[src/rtl/midi_note_decoder_pkg.sv]
`default_nettype none
// =============================================================================
// Module      : midi_note_decoder_pkg
// Description : Parser state encoding and MIDI byte/status constants shared by
//               the note decoder and its timeout counter.
// Revision    : 1.0
// =============================================================================
package midi_note_decoder_pkg;

    typedef enum logic [3:0] {
        ST_IDLE = 4'b0001,
        ST_D1   = 4'b0010,
        ST_D2   = 4'b0100,
        ST_SYSX = 4'b1000
    } parse_state_t;

    localparam logic [3:0] NOTE_OFF      = 4'h8;
    localparam logic [3:0] NOTE_ON       = 4'h9;
    localparam logic [3:0] PROG_CHANGE   = 4'hC;
    localparam logic [3:0] CHAN_PRESSURE = 4'hD;

    localparam logic [7:0] REALTIME_MIN = 8'hF8;
    localparam logic [7:0] SYSTEM_MIN   = 8'hF0;
    localparam logic [7:0] STATUS_MIN   = 8'h80;

    // Number of data bytes that follow a channel status byte.
    function automatic logic [1:0] msg_data_len(input logic [3:0] kind);
        return ((kind == PROG_CHANGE) || (kind == CHAN_PRESSURE)) ? 2'd1 : 2'd2;
    endfunction

endpackage
`default_nettype wire

[src/rtl/midi_note_decoder_if.sv]
`default_nettype none
// =============================================================================
// Module      : midi_note_decoder_if
// Description : Byte-stream input and note-event output bundle of the decoder.
// Revision    : 1.0
// =============================================================================
interface midi_note_decoder_if;
    logic       rx_valid;
    logic [7:0] rx_data;
    logic       channel_ld;
    logic [3:0] channel_in;
    logic       note_on;
    logic       note_off;
    logic [6:0] note;
    logic [6:0] velocity;
    logic       active;
    logic       err_timeout;

    modport master (
        output rx_valid, rx_data, channel_ld, channel_in,
        input  note_on, note_off, note, velocity, active, err_timeout
    );

    modport slave (
        input  rx_valid, rx_data, channel_ld, channel_in,
        output note_on, note_off, note, velocity, active, err_timeout
    );
endinterface
`default_nettype wire

[src/rtl/midi_note_decoder_timeout.sv]
`default_nettype none
// =============================================================================
// Module      : midi_timeout_counter
// Description : Saturating inter-byte counter; strobes expire at TIMEOUT_CYCLES-1.
// Revision    : 1.0
// =============================================================================
module midi_timeout_counter #(
    parameter logic [31:0] TIMEOUT_CYCLES = 32'd3_000_000
) (
    input  wire logic clk,
    input  wire logic rst_b,
    input  wire logic clear,
    input  wire logic enable,
    output logic      expire
);
    localparam logic [31:0] LIMIT = TIMEOUT_CYCLES - 32'd1;

    logic [31:0] r_count;

    // A fresh byte in the same cycle always wins over expiry.
    assign expire = enable && !clear && (r_count == LIMIT);

    always_ff @(posedge clk or negedge rst_b) begin
        if (!rst_b) begin
            r_count <= '0;
        end else if (clear || expire) begin
            r_count <= '0;
        end else if (enable && (r_count != '1)) begin
            r_count <= r_count + 32'd1;
        end
    end
endmodule
`default_nettype wire

[src/rtl/midi_note_decoder.sv]
`default_nettype none
// =============================================================================
// Module      : midi_note_decoder
// Description : Monophonic last-note-priority MIDI note parser. Define
//               OMNI_MODE_EN to respond to note messages on every channel.
// Revision    : 1.0
// =============================================================================
import midi_note_decoder_pkg::*;

module midi_note_decoder #(
    parameter logic [31:0] TIMEOUT_CYCLES = 32'd3_000_000,
    parameter logic [3:0]  CHANNEL_RST    = 4'd0
) (
    input wire logic            clk,
    input wire logic            rst_b,
    midi_note_decoder_if.slave  bus
);
    parse_state_t r_state;
    logic [7:0]   r_status;
    logic [6:0]   r_d1;
    logic [6:0]   r_note;
    logic [6:0]   r_velocity;
    logic         r_active;
    logic         r_note_on;
    logic         r_note_off;
    logic         r_err_timeout;

    logic       w_rt, w_sys, w_stat, w_data, w_nonrt;
    logic       w_complete, w_chan_ok, w_start, w_release, w_expire;
    logic [3:0] w_kind;
    logic [6:0] w_msg_d1, w_msg_d2;

    assign w_rt     = bus.rx_valid && (bus.rx_data >= REALTIME_MIN);
    assign w_sys    = bus.rx_valid && (bus.rx_data >= SYSTEM_MIN) && !w_rt;
    assign w_stat   = bus.rx_valid && (bus.rx_data >= STATUS_MIN) && (bus.rx_data < SYSTEM_MIN);
    assign w_data   = bus.rx_valid && !bus.rx_data[7];
    assign w_nonrt  = bus.rx_valid && !w_rt;
    assign w_kind   = r_status[7:4];

    assign w_complete = w_data && ((r_state == ST_D2) ||
                        ((r_state == ST_D1) && (msg_data_len(w_kind) == 2'd1)));
    assign w_msg_d1   = (r_state == ST_D2) ? r_d1 : bus.rx_data[6:0];
    assign w_msg_d2   = bus.rx_data[6:0];

`ifdef OMNI_MODE_EN
    assign w_chan_ok = 1'b1;
`else
    logic [3:0] r_channel;

    always_ff @(posedge clk or negedge rst_b) begin
        if (!rst_b) begin
            r_channel <= CHANNEL_RST;
        end else if (bus.channel_ld) begin
            r_channel <= bus.channel_in;
        end
    end

    assign w_chan_ok = (r_status[3:0] == r_channel);
`endif

    // Note-on with velocity 0 is a release by MIDI convention.
    assign w_start   = w_complete && w_chan_ok && (w_kind == NOTE_ON) && (w_msg_d2 != 7'd0);
    assign w_release = w_complete && w_chan_ok && r_active && (w_msg_d1 == r_note) &&
                       ((w_kind == NOTE_OFF) || ((w_kind == NOTE_ON) && (w_msg_d2 == 7'd0)));

    midi_timeout_counter #(
        .TIMEOUT_CYCLES (TIMEOUT_CYCLES)
    ) u_timeout (
        .clk    (clk),
        .rst_b  (rst_b),
        .clear  (w_nonrt),
        .enable (r_state == ST_D2),
        .expire (w_expire)
    );

    always_ff @(posedge clk or negedge rst_b) begin
        if (!rst_b) begin
            r_state       <= ST_IDLE;
            r_status      <= '0;
            r_d1          <= '0;
            r_note        <= '0;
            r_velocity    <= '0;
            r_active      <= 1'b0;
            r_note_on     <= 1'b0;
            r_note_off    <= 1'b0;
            r_err_timeout <= 1'b0;
        end else begin
            r_note_on     <= w_start;
            r_note_off    <= w_release;
            r_err_timeout <= w_expire;

            if (w_start) begin
                r_note     <= w_msg_d1;
                r_velocity <= w_msg_d2;
                r_active   <= 1'b1;
            end else if (w_release) begin
                r_active   <= 1'b0;
            end

            if (w_sys) begin
                r_state  <= ST_SYSX;
                r_status <= '0;
            end else if (w_stat) begin
                r_state  <= ST_D1;
                r_status <= bus.rx_data;
            end else if (w_data) begin
                case (r_state)
                    ST_D1: begin
                        if (msg_data_len(w_kind) == 2'd2) begin
                            r_d1    <= bus.rx_data[6:0];
                            r_state <= ST_D2;
                        end
                    end
                    ST_D2:   r_state <= ST_D1;
                    default: r_state <= r_state;
                endcase
            end else if (w_expire) begin
                r_state <= ST_D1;
            end
        end
    end

    assign bus.note_on     = r_note_on;
    assign bus.note_off    = r_note_off;
    assign bus.note        = r_note;
    assign bus.velocity    = r_velocity;
    assign bus.active      = r_active;
    assign bus.err_timeout = r_err_timeout;
endmodule
`default_nettype wire

[src/flat_wrapper.sv]
// flat-port wrapper written by rule: the top's interface ports become plain ports
module midi_note_decoder_flat 
#(
    parameter logic [31:0] TIMEOUT_CYCLES = 32'd3_000_000,
    parameter logic [3:0]  CHANNEL_RST    = 4'd0
)
  (clk, rst_b, bus_rx_valid, bus_rx_data, bus_channel_ld, bus_channel_in, bus_note_on, bus_note_off, bus_note, bus_velocity, bus_active, bus_err_timeout);
  midi_note_decoder_if bus_i ();
  input wire logic clk;
  input wire logic rst_b;
  input wire logic [$bits(bus_i.rx_valid)-1:0] bus_rx_valid;
  input wire logic [$bits(bus_i.rx_data)-1:0] bus_rx_data;
  input wire logic [$bits(bus_i.channel_ld)-1:0] bus_channel_ld;
  input wire logic [$bits(bus_i.channel_in)-1:0] bus_channel_in;
  output wire logic [$bits(bus_i.note_on)-1:0] bus_note_on;
  output wire logic [$bits(bus_i.note_off)-1:0] bus_note_off;
  output wire logic [$bits(bus_i.note)-1:0] bus_note;
  output wire logic [$bits(bus_i.velocity)-1:0] bus_velocity;
  output wire logic [$bits(bus_i.active)-1:0] bus_active;
  output wire logic [$bits(bus_i.err_timeout)-1:0] bus_err_timeout;
  assign bus_i.rx_valid = bus_rx_valid;
  assign bus_i.rx_data = bus_rx_data;
  assign bus_i.channel_ld = bus_channel_ld;
  assign bus_i.channel_in = bus_channel_in;
  assign bus_note_on = bus_i.note_on;
  assign bus_note_off = bus_i.note_off;
  assign bus_note = bus_i.note;
  assign bus_velocity = bus_i.velocity;
  assign bus_active = bus_i.active;
  assign bus_err_timeout = bus_i.err_timeout;
  midi_note_decoder #(.TIMEOUT_CYCLES(TIMEOUT_CYCLES), .CHANNEL_RST(CHANNEL_RST)) u_core (.clk(clk), .rst_b(rst_b), .bus(bus_i));
endmodule
[config.mk]
export PLATFORM = sky130hd
export DESIGN_NAME = midi_note_decoder_flat
export DESIGN_NICKNAME = d
export VERILOG_FILES = /design/src/rtl/midi_note_decoder_pkg.sv /design/src/rtl/midi_note_decoder_if.sv /design/src/rtl/midi_note_decoder_timeout.sv /design/src/rtl/midi_note_decoder.sv /design/src/flat_wrapper.sv
export SDC_FILE = /design/constraint.sdc
export NUM_CORES = 1
export LEC_CHECK = 0
export CORE_MARGIN = 1.5
export CORE_UTILIZATION = 30
export CTS_CLUSTER_SIZE = 20
export DETAILED_ROUTE_END_ITERATION = 7
export DONT_BUFFER_PORTS = 1
export HOLD_SLACK_MARGIN = 0.08
export SLEW_MARGIN = 0
export SYNTH_ARGS = -nofsm -noshare
export SYNTH_HDL_FRONTEND = slang
export SYNTH_SLANG_ARGS = --single-unit
[constraint.sdc]
create_clock -name clk -period 6.6 [get_ports clk]
set_input_delay 0.33 -clock clk [delete_from_list [all_inputs] [get_ports clk]]
set_output_delay 0.33 -clock clk [all_outputs]
set_load 0.05 [all_outputs]
==> metrics.md, run 1 <==
| Metric | Value |
|---|---|
| Status | completed |
| Final hold violation count | 0 |
| Fin util | 35.0% |
| Layout area overhead | 13.6% |
| H-tree levels | 3 |
| CP Data Required Time | 6.82 ns |
| Clock Skews | approximately 0.0056 ns |
| Post-synthesis cell count | 390 |
| Grt ovf | 0 |
| Largest net degree at the start of global routing | 74 |
| Endpoint class of the critical path | flop |
| DRC errors left | 0 |
| Row count | 41 |
| Syn. warnings | 0 |
| Worst-skew pair later-pin latency | 0.34 ns |
| Main synth FF type | dfrtp_1 |
| Vias in the first global route | 3,092 |
| Reg area | 1830 sq um |
| Crit-path max FO | 32 |
| Mean Syn Cell Area | 10.0 sq um |
| Final #Nets | 405 |
| PD cells | 272 nW/um^2 |
| Final setup fails | 0 |
| Number of gates resized after cts | 0 |
| Detailed Routing Iterations Pass 1 | 4 |
| Postcts setup bufs | 0 |
| Max Cap Viol | 0 |
| Post-route minimum period | 2.90 ns |
| P_leak | approximately 1.7 nW |
| Critical path data arrival time | roughly 3.1 ns |
| FFs w/ async S/R, synth | between 90% and 100% |
| Syn nets | around 410 |
| Starting Density | a little under a third |
| Initial antenna violation count | 0 |
| CTS tree | yes |
| Max Freq | 345 MHz |
| Core ar. | 12,700 sq um |
| VDD IR max | 189 uV |
| RSZ-0062 raised after global routing | no |
| Hold WC Path Type | input port to flop |
| DIE AREA | 13,700 sq um |
| Startpoint Class | flop |
| Flop and latch count out of synthesis | 73 |
| Routed vias | 3,110 |
| Antenna viol nets, final | 0 |
| Final setup TNS | 0 ns |
| Total track usage | 14.5% |
| Share of cells above drive strength 1 | 12.0% |
| Die height | 117 microns |
| Die width | 117 microns |
| Hold_buf cts | 2 |
| Dpl hpwl | 6440 microns |
| Port Buffers | 0 |
| Clk root buf | clkbuf_16 |
| Clock sinks | 73 |
| CTS Buf Count | 9 |
| Reg clk slew, reported paths | 0.06 ns |
| I/O pins | 34 |
| ANT cells | 0 |
| Deepest clock path buffer count | 2 |
| Seq/Total Area, Yosys | a little under half |
| Measured slew at the worst slew-check pin | 0.788 ns |
| Wire length per cell | about 16 microns |
| Slew margin rel. | between 40% and 50% |
| Multi-input logic area | around 1900 sq um |
| Post-Route WL | around 9200 microns |
| Yosys cell types | 62 |
| Post-synth EDFFs | 0 |
| Synthesized area | 3910 sq um |
| Fin crit share | a little over two fifths |
| Max-slew violations | 0 |
| Initial drt markers | 127 |
| First-pass GRT wire length | 15,500 microns |
| Crit Path Category | flop to flop |
| Via density | 5.50 |
| Fill cell total of the finished layout | 1,305 |
| Gp weighted congestion | 0.792 |
[worst paths after layout]
path	slack (ns)	start	end	cells after the start
setup reg to reg	3.70	u_core.r_state[1]	u_core.r_state[3]	5
hold / removal	0.13	bus_rx_data[5]	u_core.r_status[5]	1
max in group asynchronous	5.70	rst_b	u_core.r_state[0]	2
min in group asynchronous	0.52	rst_b	u_core.u_timeout.r_count[16]	2
hold reg to reg	0.52	u_core.r_status[7]	u_core.r_status[7]	2
setup / recovery	3.70	u_core.r_state[1]	u_core.r_state[3]	5
[cell usage after synthesis (all sizes together) (2+ instances only)]
cell type / number / area, sq um
a221oi: 2 / 17.5
a2111oi: 2 / 42.5
a21oi: 31 / 155
o41ai: 2 / 32.5
or4: 19 / 143
nor4: 3 / 18.8
nand4: 11 / 68.8
nor2b: 6 / 37.5
nor4b: 5 / 58.8
or4b: 3 / 33.8
mux2i: 10 / 100
xnor2: 4 / 35.0
and4: 10 / 87.6
mux2: 14 / 161
dfrtp: 72 / 1800
o31ai: 13 / 97.6
a31oi: 3 / 18.8
buf: 9 / 60.1
xor2: 2 / 17.5
inv: 12 / 45.0
and2: 2 / 12.5
nor2: 14 / 52.6
nand2b: 2 / 12.5
o21a: 2 / 15.0
or3: 13 / 81.3
o21ai: 28 / 140
nand3: 16 / 85.1
and3: 5 / 31.3
clkbuf: 9 / 33.8
nand2: 31 / 116
nor3: 5 / 25.0
a22o: 4 / 35.0
a31o: 2 / 17.5
nand3b: 2 / 15.0
a21o: 4 / 30.0
or2: 3 / 18.8
[sequential cells by signal, indices dropped and copies added (netlist names)]
| register | count |
|---|---|
| u_core.r_state | 4 |
| u_core.bus.note | 7 |
| u_core.bus.velocity | 7 |
| u_core.bus.err_timeout | 1 |
| u_core.u_timeout.r_count | 32 |
| u_core.r_channel | 4 |
| u_core.bus.note_off | 1 |
| u_core.bus.active | 1 |
| u_core.r_d1 | 7 |
| u_core.bus.note_on | 1 |
| u_core.r_status | 8 |
[metrics by stage]
step | hold WS [ns] | setup slack [ns] | power (mW) | cells | area (sq um)
CTS | 0.119 | 3.69 | 1.21 | 565 | 4440
global route | 0.127 | 3.53 | 1.25 | 565 | 4440
finish | 0.130 | 3.70 | 1.21 | 565 | 4440
floorplan | 0.0344 | 4.45 | 0.611 | 390 | 3910
global placement | 0.0384 | 3.79 | 0.630 | 547 | 4060
detailed placement | 0.0364 | 3.69 | 0.636 | 547 | 4060
[layout make-up]
| cell class | count | share of cell area (%) |
|---|---|---|
| Tap cell | 172 | 4.85 |
| Clock buffer | 10 | 5.16 |
| Sequential cell | 73 | 41.2 |
| Timing Repair Buffer | 5 | 1.35 |
| Multi-Input combinational cell | 287 | 43.8 |
| Inverter | 12 | 1.01 |
| Clock inverter | 6 | 2.59 |
[per-layer routing]
layer / vias up / global-route usage (%) / wire length, microns
met5: - / 0 / 0
met4: 0 / 3.61 / 91
met3: 9 / 5.41 / 596
li1: 1482 / - / -
met2: 69 / 24.1 / 4440
met1: 1550 / 18.0 / 4070
[power by group]
group | internal, mW | switching (mW)
registers | 0.483 | 0.0418
clock network | 0.371 | 0.196
logic | 0.0560 | 0.0574
[cell families (layout without fill, tap and decap cells)]
logic type | after synthesis | count (layout) | synth area share, %
DFF | 73 | 73 | 46.8
adders and majority gates | 1 | 1 | 0.320
AOI/OAI and AO/OA | 103 | 103 | 17.6
xor gates and xnor gates | 6 | 6 | 1.35
buffers and inverters | 30 | 33 | 3.56
muxes | 24 | 24 | 6.69
and+or+nand+nor | 153 | 153 | 23.7
[worst max-delay path, stage by stage, from the launching register on]
cell and delay (ns):
dfrtp_1 0.43, or4b_1 0.76, nor2_1 0.39, a31o_2 0.71
o21ai_0 0.26, a21o_1 0.24
[cell usage in the layout, fill, tap and decap left out, types with 4 or more instances in the layout]
| master | instances |
|---|---|
| o21ai_0 | 27 |
| a21oi_1 | 31 |
| mux2i_1 | 10 |
| mux2_2 | 13 |
| inv_1 | 12 |
| and3_1 | 5 |
| nor2_1 | 14 |
| clkbuf_16 | 9 |
| nand2_1 | 31 |
| nand3_1 | 15 |
| a22o_1 | 4 |
| o31ai_1 | 13 |
| a21o_1 | 4 |
| xnor2_1 | 4 |
| dfrtp_1 | 72 |
| nor3_1 | 5 |
| nor2b_1 | 6 |
| or3_1 | 13 |
| or4_1 | 19 |
| and4_1 | 10 |
| nand4_1 | 11 |
Power figures use the tool's default switching activity.
==> run 2, diff against run 1 <==
==> constraint.sdc (replaced) <==
create_clock -name clk -period 2.46 [get_ports clk]
set_input_delay 0.123 -clock clk [delete_from_list [all_inputs] [get_ports clk]]
set_output_delay 0.123 -clock clk [all_outputs]
set_load 0.05 [all_outputs]
==> run 2 against run 1 <==
Compared with the run above: first-iteration DRC count increased by 34%; flip-flop and latch count unchanged; largest cell class unchanged; cell count increased by 6.2%; count of clock-buffer cells in the layout unchanged; non-clock buffer count increased by 36; register-to-register slack got worse by 3.5 ns; die area unchanged; total power increased to 2.6 times the previous value; wire length increased by 6.7%; core utilization increased by 2.1 points; worst setup slack got worse by 3.5 ns.
==> metrics.md, run 2 (same netlist as run 1, synthesis figures left out) <==
| Metric | Value |
|---|---|
| CTS tree | yes |
| Final setup TNS | 0 ns |
| DIE AREA | 13,700 sq um |
| WHS | 0.112 ns |
| Post-route minimum period | 2.30 ns |
| VDD IR max | 379 uV |
| Clock sinks | 73 |
| Core ar. | 12,700 sq um |
| Share of cells above drive strength 1 | ~15% |
| Startpoint Class | flop |
| Crit Path Category | flop to flop |
| P_leak | 1.89 nW |
| Endpoint class of the critical path | flop |
| Final setup fails | 0 |
| Multi-input logic area | 1950 sq um |
| Crit-path max FO | 5 |
| Starting Density | between 30 and 40% |
| Initial drt markers | 170 |
| Port Buffers | 0 |
| Layout area overhead | 20.4% |
| Max Freq | between 400 and 500 MHz |
| Max-slew violations | 0 |
| Dpl hpwl | 6430 microns |
| RSZ-0062 raised after global routing | no |
| Max Cap Viol | 0 |
| Die height | 117 microns |
| Reg area | 1830 sq um |
| Slew margin rel. | 44.9% |
| Wire length per cell | 16.4 microns |
| Hold depth | 2 |
| Via density | 5.40 |
| Fill cell total of the finished layout | 1,271 |
| Clk root buf | clkbuf_16 |
| Slowest stage delay, CP | 0.69 ns |
| R2r worst-path depth | 5 |
| Vias in the first global route | around 3,300 |
| Routed vias | 3,240 |
| Row count | 41 |
| H-tree levels | 3 |
| Antenna viol nets, final | 0 |
| Post-Route WL | 9830 microns |
| Critical path data arrival time | 2.52 ns |
| CP Capture Point | u_core.bus.note_off |
| Total track usage | 15.8% |
| Deepest clock path buffer count | 2 |
| Worst setup startpoint | u_core.r_state[1] |
| Worst-skew pair later-pin latency | 0.33 ns |
| PD cells | 656 nW/um^2 |
| Reg clk slew, reported paths | 0.06 ns |
| Fin crit share | between 90 and 100% |
| DRC errors left | 0 |
| Initial antenna violation count | 0 |
| Detailed Routing Iterations Pass 1 | 4 |
| Grt ovf | 0 |
| Measured slew at the worst slew-check pin | 0.820 ns |
| CP Data Required Time | 2.68 ns |
| Leading registers by flop count | u_core.u_timeout.r_count x32, u_core.r_status x8 |
| Total Power | around 3 mW |
| Most common cell after layout, fill and taps aside | dfrtp_1 |
| Clock Skews | roughly 0.0079 ns |
| Worst r2r src | u_core.r_state[1] |
| CTS Buf Count | 9 |
| Postcts setup bufs | 0 |
| First-pass GRT wire length | ~17,000 microns |
| Hold WC Path Type | input port to flop |
| Status | completed |
| Final hold violation count | 0 |
| Number of flip-flops in the largest register | 32 |
| Reg2Reg Capture Point | u_core.bus.note_off |
| R2R Setup Slk | 0.16 ns |
| Largest register by flop count | u_core.u_timeout.r_count |
| Final #Nets | around 440 |
| Largest net degree at the start of global routing | 74 |
| Gp weighted congestion | 0.803 |
| DP Worst Slack | ~0.16 ns |
| Die width | 117 microns |
| ANT cells | 0 |
| Cells along the critical path | or4b_1 > a2111oi_4 > nor2_1 > or2_1 > a2111oi_2 |
| I/O pins | 34 |
| Most frequent cells in the layout | dfrtp_1 (72), nand2_1 (31), a21oi_1 (31) |
| Setup ws final | roughly 0.16 ns |
| Critical path's slowest cell | or4b_1 |
## run 2: routing by layer
metal | GRT usage (%) | vias to the layer above | share of wire (%)
met1 | 20.2 | 1608 | 45
met5 | 0 | - | 0
met3 | 4.94 | 14 | 5.1
li1 | - | 1552 | -
met4 | 4.58 | 0 | 1.7
met2 | 25.9 | 66 | 48
## run 2: cell type report
| class | count | share of cell area (%) |
|---|---|---|
| Clock buffer | 10 | 5.08 |
| Clock inverter | 5 | 1.20 |
| Inverter | 12 | 0.957 |
| Multi-Input combinational cell | 287 | 41.4 |
| Sequential cell | 73 | 38.9 |
| Tap cell | 172 | 4.57 |
| Timing Repair Buffer | 41 | 7.98 |
## run 2: critical path, delay by kind of cell (launching register included)
kind,cells,cell delay (ns)
compound gates,2,0.71
flops,1,0.42
simple gates,3,1.05
## run 2: stage by stage
stage,cells,instance area (sq um),utilization [%]
3_5_place_dp,565,4190,33.1
2_1_floorplan,390,3910,-
5_1_grt,600,4700,37.1
6_report,600,4700,37.1
4_1_cts,600,4700,37.1
3_3_place_gp,565,4190,33.1
## run 2: timing repair
| item | CTS | global route |
|---|---|---|
| hold endpoints to repair | 104 | 0 |
| resized for setup | 0 | 0 |
| hold buffers | 20 | 0 |
## run 2: worst min-delay path by stage
stage	from	end	slack, ns
detailed placement	rst_b	u_core.u_timeout.r_count[19]	-0.17
finish	bus_rx_data[7]	u_core.r_state[2]	0.11
CTS	bus_rx_data[7]	u_core.r_state[2]	0.11
global placement	rst_b	u_core.u_timeout.r_count[19]	-0.17
floorplan	rst_b	u_core.bus.active	-0.17
global route	bus_rx_valid	u_core.bus.err_timeout	0.13
## run 2: where the power goes
part	internal [mW]	switching, mW
Sequential	1.30	0.104
Combinational	0.192	0.187
Clock	0.805	0.503
Total	2.29	0.794
==> run 3, diff against run 2 <==
--- a/config.mk
+++ b/config.mk
@@ -14,4 +14,5 @@
 export SLEW_MARGIN = 0
 export SYNTH_ARGS = -nofsm -noshare
 export SYNTH_HDL_FRONTEND = slang
+export SYNTH_HIERARCHICAL = 1
 export SYNTH_SLANG_ARGS = --single-unit
==> run 3 against run 2 <==
Compared with the run above: sequential power is essentially flat; synthesized cell count shrank 8.2%; non-clock buffer count shrank 9; wire length shrank 12%; core utilization shrank 0.16 points; critical path type unchanged; largest power group unchanged.
==> metrics.md, run 3 <==
| Metric | Value |
|---|---|
| Max-slew violations | 0 |
| Vias in the first global route | 2,851 |
| Critical path data arrival time | 2.63 ns |
| Fin crit share | 96.3% |
| Hold WC Path Type | input port to flop |
| Routed vias | 2,935 |
| ANT cells | 0 |
| Total track usage | 14.0% |
| Cell family with the largest share of critical-path delay | simple AND/OR/NAND/NOR gates |
| PD cells | between 600 and 700 nW/um^2 |
| DR WL met3 | 336 microns |
| Critical path's slowest cell | or4b_4 |
| Met2 routed WL | 4040 microns |
| Reg clk slew, reported paths | 0.05 ns |
| Slew margin rel. | 62.6% |
| Hold Path Origin | bus_rx_valid |
| Max Freq | approximately 420 MHz |
| Worst-skew pair later-pin latency | 0.34 ns |
| Syn nets | 375 |
| Seq/Total Area, Yosys | 50.0% |
| Fin util | 37.0% |
| Syn. warnings | 6 |
| H-tree levels | 3 |
| DR top layer | met4 |
| Crit Path Category | flop to flop |
| Port Buffers | 0 |
| I/O pins | 34 |
| Fill cell total of the finished layout | roughly 1,200 |
| Crit-path max FO | 7 |
| CTS Buf Count | 9 |
| Endpoint class of the critical path | flop |
| Post-synth EDFFs | 0 |
| VDD IR max | 360 uV |
| Largest net degree at the start of global routing | 74 |
| Antenna viol nets, final | 0 |
| Most frequent cells in the layout | dfrtp_1 (72), a21oi_1 (26), nor2_1 (21) |
| Final setup fails | 0 |
| Die width | approximately 110 microns |
| Initial drt markers | 219 |
| Core ar. | 12,000 sq um |
| Post-route minimum period | 2.37 ns |
| Initial antenna violation count | 0 |
| Post-Route WL | 8670 microns |
| Met1 WL | 4180 microns |
| Clk root buf | clkbuf_16 |
| Commonest cells in the netlist | dfrtp_1 (72), a21oi_1 (26), nor2_1 (21) |
| Die height | 113 microns |
| First-pass GRT wire length | 14,200 microns |
| Deepest clock path buffer count | 2 |
| Main synth FF type | dfrtp_1 |
| Measured slew at the worst slew-check pin | 0.556 ns |
| P_leak | 1.77 nW |
| Detailed Routing Iterations Pass 1 | 4 |
| Post-synthesis cell count | 358 |
| Clock sinks | 73 |
| Mean Syn Cell Area | 10.2 sq um |
| Synth top area share | about half |
| Wire length per cell | roughly 16 microns |
| FFs w/ async S/R, synth | 100% |
| Critical Path Stages | 7 |
| Total Power | slightly below 3 mW |
| Layout area overhead | 21.0% |
| Area leader, netlist | dfrtp_1 |
| Cells along the critical path | nor4b_4 > nand2_4 > or4b_4 > buf_4 > a211o_2 > or3_1 > a21oi_1 |
| Grt ovf | 0 |
| Final hold violation count | 0 |
| RSZ-0062 raised after global routing | yes |
| Gp weighted congestion | 0.799 |
| Starting Density | 30.5% |
| Bufs and invs on worst path | 1 |
| Area contributors post-synth | dfrtp_1 (49%), mux2_1 (3.7%), a21oi_1 (3.6%) |
| Startpoint Class | flop |
| Slowest stage delay, CP | 0.55 ns |
| CP Data Required Time | between 2 and 3 ns |
| DRC errors left | 0 |
| Via density | 5.43 |
| R2r worst-path depth | 7 |
| Share of cells above drive strength 1 | 13.2% |
| Yosys cell types | 51 |
| Worst setup startpoint | u_core/r_state[1] |
| Row count | 40 |
| Number of flip-flops in the largest register | 32 |
| Most common cell after layout, fill and taps aside | dfrtp_1 |
| Flop and latch count out of synthesis | 73 |
| Most common cell in the netlist | dfrtp_1 |
| Synthesized area | 3650 sq um |
| Leading registers by flop count | u_core/u_timeout/r_count x32, u_core/r_status x8 |
| Clock Skews | 0.00765 ns |
| Final #Nets | 406 |
| Max Cap Viol | 0 |
| Largest register by flop count | u_core/u_timeout/r_count |
| CTS tree | yes |
| Worst r2r src | u_core/r_state[1] |
| Hold depth | 3 |
| Dpl hpwl | 5660 microns |
| DIE AREA | approximately 13,000 sq um |
| Status | completed |
[run 3: final timing paths]
path	endpoint	slack (ns)
worst max-delay path	u_core/u_timeout/r_count[25]	0.09
worst min-delay path	u_core/r_state[2]	0.13
worst max register to register	u_core/u_timeout/r_count[25]	0.09
worst min register to register	u_core/r_status[4]	0.50
max in group asynchronous	u_core/r_state[0]	1.80
min in group asynchronous	u_core/bus.note[2]	0.32
[run 3: routing by layer]
layer  track usage [%]  vias up
met5                 0        -
li1                  -     1398
met4              5.08        0
met3              3.59        7
met1              19.6     1480
met2              20.9       50
[run 3: logic make-up after synthesis]
logic type	count (synthesis)	share of synthesized area, %
xor+xnor	19	4.55
simple gates	129	20.4
mux	27	8.01
buf+inv	23	2.71
fa+ha+maj	1	0.342
flops	73	50.0
compound gates	86	14.0
[run 3: metrics by stage]
step	TNS (ns)	cell area (sq um)	std cells	setup WS, ns	hold WS (ns)
final	0	4420	541	0.0903	0.130
after global routing	-0.00877	4420	541	-0.00877	0.156
after CTS	0	4340	536	0.0342	0.120
after detailed placement	0	3880	503	0.0511	-0.172
after global placement	0	3880	503	0.0905	-0.171
after floorplan	-1.72	3680	358	-0.265	-0.173
[run 3: what timing repair did]
item	CTS	global route
hold buffers	17	0
endpoints found under the hold margin	108	0
gates resized for setup	0	9
endpoints found under the setup margin	0	12
setup buffers	0	4
[run 3: final cells by class]
cell class | instances | area, sq um | area share, %
flip-flops and latches | 73 | 1830 | 41.3
multi-input cells | 263 | 1780 | 40.2
repair buffers | 32 | 320 | 7.24
clock buffers | 11 | 243 | 5.49
well taps | 147 | 184 | 4.16
inverters | 10 | 37.5 | 0.849
clock inverters | 5 | 31.3 | 0.707
[run 3: power by group]
group	switching [mW]	internal, mW	total, mW	leakage [nW]
Clock	0.500	0.706	1.21	0.135
Sequential	0.0905	1.30	1.39	0.972
Combinational	0.163	0.165	0.329	0.662
[run 3: worst reg2reg max path: cells and delay by family, from the launching register on]
family	cells	cell delay, ns
compound gates	2	0.44
buf+inv	1	0.16
flops	1	0.40
simple gates	4	1.29
